<file path="src/rtl/sync_fifo.sv">
// Single-clock show-ahead FIFO with occupancy count and full/empty/almost flags.
// Define SYNC_FIFO_STATUS_EN to add sticky overflow/underflow status outputs.
module sync_fifo #(
    parameter int DATA_WIDTH = 8,
    parameter int ADDR_WIDTH = 4,
    parameter int AF_LEVEL   = 12,
    parameter int AE_LEVEL   = 2
) (
    input  logic                  clk,
    input  logic                  rst,
    input  logic                  push,
    input  logic [DATA_WIDTH-1:0] wdata,
    input  logic                  pop,
    output logic [DATA_WIDTH-1:0] rdata,
    output logic                  full,
    output logic                  empty,
    output logic                  almost_full,
    output logic                  almost_empty,
    output logic [ADDR_WIDTH:0]   count
`ifdef SYNC_FIFO_STATUS_EN
    ,
    output logic                  overflow,
    output logic                  underflow
`endif
);

    localparam int DEPTH = 1 << ADDR_WIDTH;
    localparam logic [ADDR_WIDTH:0] FullCount = DEPTH[ADDR_WIDTH:0];
    localparam logic [ADDR_WIDTH:0] AfLevel   = AF_LEVEL[ADDR_WIDTH:0];
    localparam logic [ADDR_WIDTH:0] AeLevel   = AE_LEVEL[ADDR_WIDTH:0];
    localparam logic [ADDR_WIDTH:0] CountOne  = (ADDR_WIDTH+1)'(1);
    localparam logic [ADDR_WIDTH-1:0] PtrOne  = ADDR_WIDTH'(1);

    logic [DATA_WIDTH-1:0] mem_q [DEPTH];
    logic [ADDR_WIDTH-1:0] wrPtr_q, wrPtr_d;
    logic [ADDR_WIDTH-1:0] rdPtr_q, rdPtr_d;
    logic [ADDR_WIDTH:0]   count_q, count_d;
    logic                  wrOk;
    logic                  rdOk;

    // Flags depend only on the registered count, never on push/pop directly.
    assign full         = (count_q == FullCount);
    assign empty        = (count_q == '0);
    assign almost_full  = (count_q >= AfLevel);
    assign almost_empty = (count_q <= AeLevel);
    assign count        = count_q;
    assign rdata        = mem_q[rdPtr_q];

    // A pop while full frees the slot the concurrent push lands in.
    assign wrOk = push & (~full | pop);
    assign rdOk = pop & ~empty;

    always_comb begin
        wrPtr_d = wrPtr_q;
        rdPtr_d = rdPtr_q;
        count_d = count_q;
        if (wrOk) begin
            wrPtr_d = wrPtr_q + PtrOne;
        end
        if (rdOk) begin
            rdPtr_d = rdPtr_q + PtrOne;
        end
        case ({wrOk, rdOk})
            2'b10:   count_d = count_q + CountOne;
            2'b01:   count_d = count_q - CountOne;
            default: count_d = count_q;
        endcase
    end

    always_ff @(posedge clk) begin
        if (rst) begin
            wrPtr_q <= '0;
            rdPtr_q <= '0;
            count_q <= '0;
        end else begin
            wrPtr_q <= wrPtr_d;
            rdPtr_q <= rdPtr_d;
            count_q <= count_d;
        end
    end

    // Storage is deliberately left uncleared by reset.
    always_ff @(posedge clk) begin
        if (!rst && wrOk) begin
            mem_q[wrPtr_q] <= wdata;
        end
    end

`ifdef SYNC_FIFO_STATUS_EN
    logic overflow_q, overflow_d;
    logic underflow_q, underflow_d;

    always_comb begin
        overflow_d  = overflow_q | (push & full & ~pop);
        underflow_d = underflow_q | (pop & empty);
    end

    always_ff @(posedge clk) begin
        if (rst) begin
            overflow_q  <= 1'b0;
            underflow_q <= 1'b0;
        end else begin
            overflow_q  <= overflow_d;
            underflow_q <= underflow_d;
        end
    end

    assign overflow  = overflow_q;
    assign underflow = underflow_q;
`endif

endmodule

</file>
<file path="config.mk">
export PLATFORM = sky130hd
export DESIGN_NAME = sync_fifo
export DESIGN_NICKNAME = d
export VERILOG_FILES = /design/src/rtl/sync_fifo.sv
export SDC_FILE = /design/constraint.sdc
export NUM_CORES = 1
export LEC_CHECK = 0
export ABC_CLOCK_PERIOD_IN_PS = 3500
export BUFFER_PORTS_ARGS = -buffer_cell sky130_fd_sc_hd__buf_2
export CAP_MARGIN = 20
export CORE_AREA = 2 2 118 97
export CTS_BUF_LIST = sky130_fd_sc_hd__clkbuf_4 sky130_fd_sc_hd__clkbuf_8 sky130_fd_sc_hd__clkbuf_16
export DETAILED_ROUTE_END_ITERATION = 12
export DIE_AREA = 0 0 120 99
export PLACE_DENSITY = 0.68
export RECOVER_POWER = 25
export REMOVE_ABC_BUFFERS = 1
export SLEW_MARGIN = 20
export SYNTH_ARGS = -nofsm -noshare
export SYNTH_HDL_FRONTEND = slang
export SYNTH_SLANG_ARGS = --single-unit
</file>
<file path="constraint.sdc">
create_clock -name clk -period 3.5 [get_ports clk]
set_clock_uncertainty 0.1 [all_clocks]
set_input_delay 0.175 -clock clk [delete_from_list [all_inputs] [get_ports clk]]
set_output_delay 0.175 -clock clk [all_outputs]
set_load 0.01 [all_outputs]
</file>
==> key figures, run 1 <==
Clocking
  • Root buf cell: clkbuf_16
  • Hold buffer count at cts: 0
  • Post-CTS setup buffers: 0
  • Clock latency on the worst-skew pair: 420 ps
  • Clk sinks: 145
  • Clock Pin Slew Worst Setup and Hold Paths: 60 ps
  • CTS Buf Count: 17
  • Htree depth: 4
  • TritonCTS clock tree: done
  • Post-CTS Resized: 0
  • Deepest clock path buffer count: 2

Floorplanning
  • Die span in y: 99 microns
  • Die width: 120 microns
  • Starting density of the core: 54.1%
  • Core Footprint: 10700 sq um
  • Die ar.: 11900 sq um
  • I/O Pins: 29
  • Num rows: 34

Setup path
  • Slowest CP cell: or4_4
  • Max FO, Critical Path: 9
  • FF-to-FF setup slack: 520 ps
  • CP Capture Type: flop
  • Crit-path cells: or4_4 -> o31ai_4 -> ha_1 -> ha_1 -> a21oi_1 -> a21oi_1 -> or4_1 -> a21oi_1
  • CP arrival: 3220 ps
  • Most used cell along the critical path: a21oi_1
  • Required @ worst endpoint: 3750 ps
  • R2r endpoint: count[4]$_SDFFE_PP0P_
  • Reg2Reg Depth: 8
  • Reg-to-Reg Start: count[1]$_SDFFE_PP0P_
  • CP Launch Type: flop
  • Crit path kind: flop to flop
  • Max incr delay on CP: 640 ps

Detailed routing
  • DR vias/cell: 5.80
  • 1st-pass router iterations: 4
  • Final wirelength: 10.5 mm
  • Vias: 2888
  • Post-route ant nets: 0
  • Post-DR wirelength/cell: 21.1 microns
  • Drt drc: 0
  • Initial detailed-routing violation count: 278

Pwr
  • Leakage dissipation: 2.29 nW
  • Switching pwr: 1.27 mW
  • Clock share of power: 38.3%
  • Comb pwr share: 19.3%
  • Worst VDD drop: 426 uV
  • Switching Fraction: 26.9%
  • P per Cell Area: 709 nW/um^2
  • Internal power: 3.44 mW
  • Total power: 4.71 mW
  • Sequential Power Share: 42.4%

Placement
  • DP Wirelength: 6.46 mm
  • GPL Wtd Cong: 0.805
  • Dpl cells: 466
  • Pre-CTS WS: 548 ps
  • Port bufs: 28

Run
  • Max Cap Violations: 0

Layout
  • Area added between synthesis and finish: 14.9%
  • Diode count: 0
  • Most common cell after layout, fill and taps aside: edfxtp_1
  • Layout cells sized above 1: 26.0%
  • Commonest cells after routing, fill and taps aside: 128 x edfxtp_1, 32 x mux4_2, 22 x buf_2
  • Non-filler cells, final: 498
  • Nets@finish: 363
  • FILL cells: 776

STA
  • Count of final hold-check violations: 0
  • Final TNS setup: 0 ps
  • Fin crit period: 2980 ps
  • RSZ-0062 raised after global routing: no
  • Tcrit/Tclk final: 85.0%
  • Fmax: 336 MHz
  • Slew Limit Fails: 0
  • Min setup slack post-route: 524 ps
  • Actual slew at the worst max-slew pin: 853 ps
  • Final setup viols: 0
  • Max-slew headroom: 43.0%

Logic synthesis
  • Ys Warns: 0
  • Synth Area in Adders: 2.29%
  • Syn Inst Count: 306
  • Compound-cell area share of the yosys netlist: 4.39%
  • Simple-gate share of the synthesized area: 5.17%
  • Mapped Area: 5780 sq um
  • Mux cell area share after synthesis: 13.2%
  • Synth Area in XOR/XNOR: 1.06%
  • Flops & latches, synth: 145
  • Main combinational cell family by area after synthesis: multiplexers
  • Synth unique cells: 37
  • Syn_area_per_cell: 18.9 sq um
  • Post-synthesis sequential area ratio: 72.4%

Worst hold path
  • Worst hold path class: input port to flop
  • WHS Path Cells: 2
  • End of the worst hold path: rdPtr_q[0]$_SDFFE_PP0P_
  • HP Start: rst

GRT
  • Number of global-route vias before repair: 2971
  • Global route overflow: 0
  • Global-route wire length before repair: 16.8 mm
  • Initial antenna violation count: 0
  • Gr usage total: 19.9%
  • Largest net degree at the start of global routing: 33

Status
  • Outcome: completed
-- critical path: cells and delay by family, from the launching register on --
kind	cells	cell delay, ps
DFF	1	370
adders and majority gates	2	640
AOI/OAI and AO/OA	4	700
and+or+nand+nor	2	1100
-- layout make-up --
cell class	count	area (sq um)	area share, %
sequential	145	4190	63.0
multi-input combinational	141	1510	22.7
clock buffer	17	425	6.41
tap	144	180	2.71
clock inverter	15	170	2.56
timing repair buffer	30	148	2.22
inverter	6	22.5	0.339
-- power by group through the flow --
stage / clock network [mW] / logic, mW / registers [mW]
final: 1.80 / 0.908 / 2.00
after CTS: 1.83 / 0.927 / 2.00
after global placement: 0 / 0.903 / 2.03
after detailed placement: 0 / 0.922 / 2.03
after floorplan: 0 / 0.578 / 2.12
after global routing: 1.90 / 1.00 / 2.01
-- synth_stat cells (all sizes together) --
cell type | n | area, sq um
or4 | 2 | 18.8
nand2 | 11 | 41.3
clkbuf | 8 | 30.0
mux2i | 3 | 30.0
inv | 6 | 22.5
a21o | 1 | 7.51
o311ai | 1 | 8.76
nor4bb | 1 | 10.0
buf | 6 | 33.8
xnor2 | 3 | 26.3
o31ai | 2 | 28.8
dfxtp | 17 | 340
nor4 | 1 | 6.26
and3 | 18 | 113
nor2b | 3 | 18.8
a22oi | 16 | 120
mux2 | 1 | 11.3
o311a | 2 | 31.3
ha | 9 | 113
mux4 | 32 | 721
nor2 | 17 | 63.8
o21ai | 1 | 8.76
nand3 | 2 | 15.0
fa | 1 | 20.0
and2 | 1 | 6.26
edfxtp | 128 | 3840
o211ai | 2 | 15.0
or3 | 1 | 6.26
a21oi | 5 | 25.0
a2111oi | 1 | 8.76
xor2 | 4 | 35.0
-- cells by family after synthesis --
group,after synthesis
flops,145
simple gates,57
mux,36
compound gates,31
buf+inv,20
fa+ha+maj,10
xor+xnor,7
-- registers in the layout, summed over array words and instances (netlist names), named ones only --
name / flops
mem_q: 128
count: 5
rdPtr_q: 4
wrPtr_q: 4
-- metal layers --
metal  wire (microns)  part of all wire [%]  GRT usage, %
met3              565                   5.4          5.03
met2             5360                    51          32.1
met4              100                  0.95          7.06
met1             4480                    43          26.6
met5                0                     0             0
-- stage by stage --
stage | hold WS (ps) | util [%] | area [sq um]
6_report | 22.7 | 62.2 | 6640
3_5_place_dp | 432 | 56.7 | 6050
4_1_cts | 16.0 | 62.3 | 6650
2_1_floorplan | 144 | - | 5720
5_1_grt | 34.0 | 62.2 | 6640
3_3_place_gp | 431 | 56.7 | 6050
-- how the worst max path moves through the flow --
stage | to | start | slack (ps)
6_report | count[4]$_SDFFE_PP0P_ | count[1]$_SDFFE_PP0P_ | 520
5_1_grt | count[4]$_SDFFE_PP0P_ | count[1]$_SDFFE_PP0P_ | 390
4_1_cts | count[4]$_SDFFE_PP0P_ | count[1]$_SDFFE_PP0P_ | 530
3_5_place_dp | count[4]$_SDFFE_PP0P_ | count[1]$_SDFFE_PP0P_ | 550
3_3_place_gp | count[4]$_SDFFE_PP0P_ | count[1]$_SDFFE_PP0P_ | 620
2_1_floorplan | count[4]$_SDFFE_PP0P_ | count[1]$_SDFFE_PP0P_ | 690
Note: power is estimated with default switching activity, not from simulation.
==> run 2, diff against run 1 <==
==> constraint.sdc (replaced) <==
create_clock -name clk -period 3.5 [get_ports clk]
set_clock_uncertainty 0.1 [all_clocks]
set_input_delay 0.525 -clock clk [delete_from_list [all_inputs] [get_ports clk]]
set_output_delay 0.525 -clock clk [all_outputs]
set_load 0.01 [all_outputs]
==> key figures, run 2 (synthesized netlist as in run 1, its figures left out) <==
Setup path
  • FF-to-FF setup slack: 540 ps
  • CP arrival: 2340 ps
  • Reg-to-Reg Start: count[1]$_SDFFE_PP0P_
  • Required @ worst endpoint: 2870 ps
  • Slowest CP cell: dfxtp_2
  • R2r endpoint: count[4]$_SDFFE_PP0P_
  • Crit path kind: flop to output port
  • CP Launch Type: flop
  • Reg2Reg Depth: 8
  • Max incr delay on CP: 610 ps
  • Max FO, Critical Path: 21
  • Crit-path cells: buf_12 -> mux4_2 -> a22oi_1 -> nand2_1 -> buf_2
  • CP Capture Type: output port

Clocking
  • Clock latency on the worst-skew pair: 410 ps
  • Post-CTS Resized: 0
  • Clk sinks: 145
  • Htree depth: 4
  • Deepest clock path buffer count: 2
  • Clock Pin Slew Worst Setup and Hold Paths: 60 ps
  • Root buf cell: clkbuf_16
  • Post-CTS setup buffers: 0
  • CTS Buf Count: 17
  • TritonCTS clock tree: done
  • Hold buffer count at cts: 0

STA
  • Fin crit period: 2960 ps
  • Tcrit/Tclk final: 84.7%
  • RSZ-0062 raised after global routing: no
  • Final setup viols: 0
  • Final TNS setup: 0 ps
  • Fmax: 337 MHz
  • Max-slew headroom: 43.1%
  • Slew Limit Fails: 0
  • Actual slew at the worst max-slew pin: 851 ps
  • Count of final hold-check violations: 0
  • Min setup slack post-route: 535 ps

Worst hold path
  • HP Start: rst
  • WHS Path Cells: 2
  • Worst hold path class: input port to flop
  • End of the worst hold path: wrPtr_q[0]$_SDFFE_PP0P_

Detailed routing
  • Final wirelength: 10.5 mm
  • 1st-pass router iterations: 4
  • Top Metal Used: met4
  • Met3 routed WL: 641 microns
  • Vias: 2869
  • Drt drc: 0
  • Post-route ant nets: 0
  • Initial detailed-routing violation count: 285
  • DR vias/cell: 5.76
  • DR WL met2: 5.25 mm
  • WL met1: 4.53 mm
  • Post-DR wirelength/cell: 21.0 microns

Floorplanning
  • Die ar.: 11900 sq um
  • Die width: 120 microns
  • Starting density of the core: 54.1%
  • Core Footprint: 10700 sq um
  • Num rows: 34
  • Die span in y: 99 microns
  • I/O Pins: 29

Layout
  • Register area: 4190 sq um
  • Largest Register: mem_q
  • Non-filler cells, final: 498
  • Area taken by multi-input logic gates: 1510 sq um
  • FILL cells: 779
  • Commonest cells after routing, fill and taps aside: 128 x edfxtp_1, 32 x mux4_2, 22 x buf_2
  • Max FFs per register: 128
  • Nets@finish: 363
  • Diode count: 0
  • Area added between synthesis and finish: 14.7%
  • Layout cells sized above 1: 26.3%
  • Most common cell after layout, fill and taps aside: edfxtp_1

Pwr
  • Internal power: 3.44 mW
  • Leakage dissipation: 2.28 nW
  • Switching Fraction: 25.9%
  • P per Cell Area: 700 nW/um^2
  • Switching pwr: 1.20 mW
  • Comb pwr share: 19.1%
  • Worst VDD drop: 545 uV
  • Sequential Power Share: 43.7%
  • Clock share of power: 37.1%

GRT
  • Global-route wire length before repair: 16.5 mm
  • Initial antenna violation count: 0
  • Global route overflow: 0
  • Number of global-route vias before repair: 2966
  • Gr usage total: 19.4%
  • Largest net degree at the start of global routing: 33

Placement
  • GPL Wtd Cong: 0.819
  • Dpl cells: 466
  • Port bufs: 28
  • DP Wirelength: 6.49 mm
  • Pre-CTS WS: 542 ps

Run
  • Max Cap Violations: 0

Status
  • Outcome: completed
[run 2: cell types whose count changed in the layout (fill, tap and decap cells not counted), sizes merged]
cell,delta
clkbuf,+1
clkinv,+2
clkinvlp,+3
inv,-6
[run 2: critical path: cells and delay by family, from the launching register on]
kind | cells | cell delay, ps
flip-flops | 1 | 610
multiplexers | 1 | 520
buffers and inverters | 2 | 410
AO/OA/AOI/OAI | 1 | 270
AND/OR/NAND/NOR | 1 | 90
[run 2: final cells by class]
type / instances / share of cell area, %
flip-flops and latches: 145 / 63.1
well taps: 144 / 2.72
clock buffers: 18 / 6.53
multi-input cells: 141 / 22.8
repair buffers: 30 / 2.42
clock inverters: 14 / 2.11
inverters: 6 / 0.340
[run 2: metal layers]
layer / vias to the layer above / track usage [%]
li1: 1311 / -
met1: 1454 / 26.4
met2: 100 / 30.9
met3: 4 / 6.19
met4: 0 / 5.16
met5: - / 0
[run 2: how the worst max path moves through the flow]
stage / from / end / slack, ps
global route: flop / rdata[0] / 310
global placement: count[1]$_SDFFE_PP0P_ / count[4]$_SDFFE_PP0P_ / 620
floorplan: flop / rdata[0] / 500
CTS: flop / rdata[4] / 450
finish: flop / rdata[0] / 540
detailed placement: count[1]$_SDFFE_PP0P_ / count[4]$_SDFFE_PP0P_ / 540
[run 2: per-stage QoR]
stage	utilization, %	total power [mW]	cell area, sq um	hold slack (ps)
after floorplan	-	2.70	5720	385
after global placement	56.8	2.95	6060	405
after detailed placement	56.8	2.97	6060	413
after CTS	62.2	4.68	6640	369
after global routing	62.1	4.85	6630	379
final	62.1	4.64	6630	376
[run 2: power groups by stage]
| stage | Combinational [mW] | Clock (mW) | Sequential (mW) |
|---|---|---|---|
| 6_report | 0.887 | 1.72 | 2.03 |
| 2_1_floorplan | 0.578 | 0 | 2.12 |
| 5_1_grt | 0.978 | 1.82 | 2.05 |
| 4_1_cts | 0.903 | 1.75 | 2.03 |
| 3_5_place_dp | 0.897 | 0 | 2.07 |
| 3_3_place_gp | 0.884 | 0 | 2.07 |
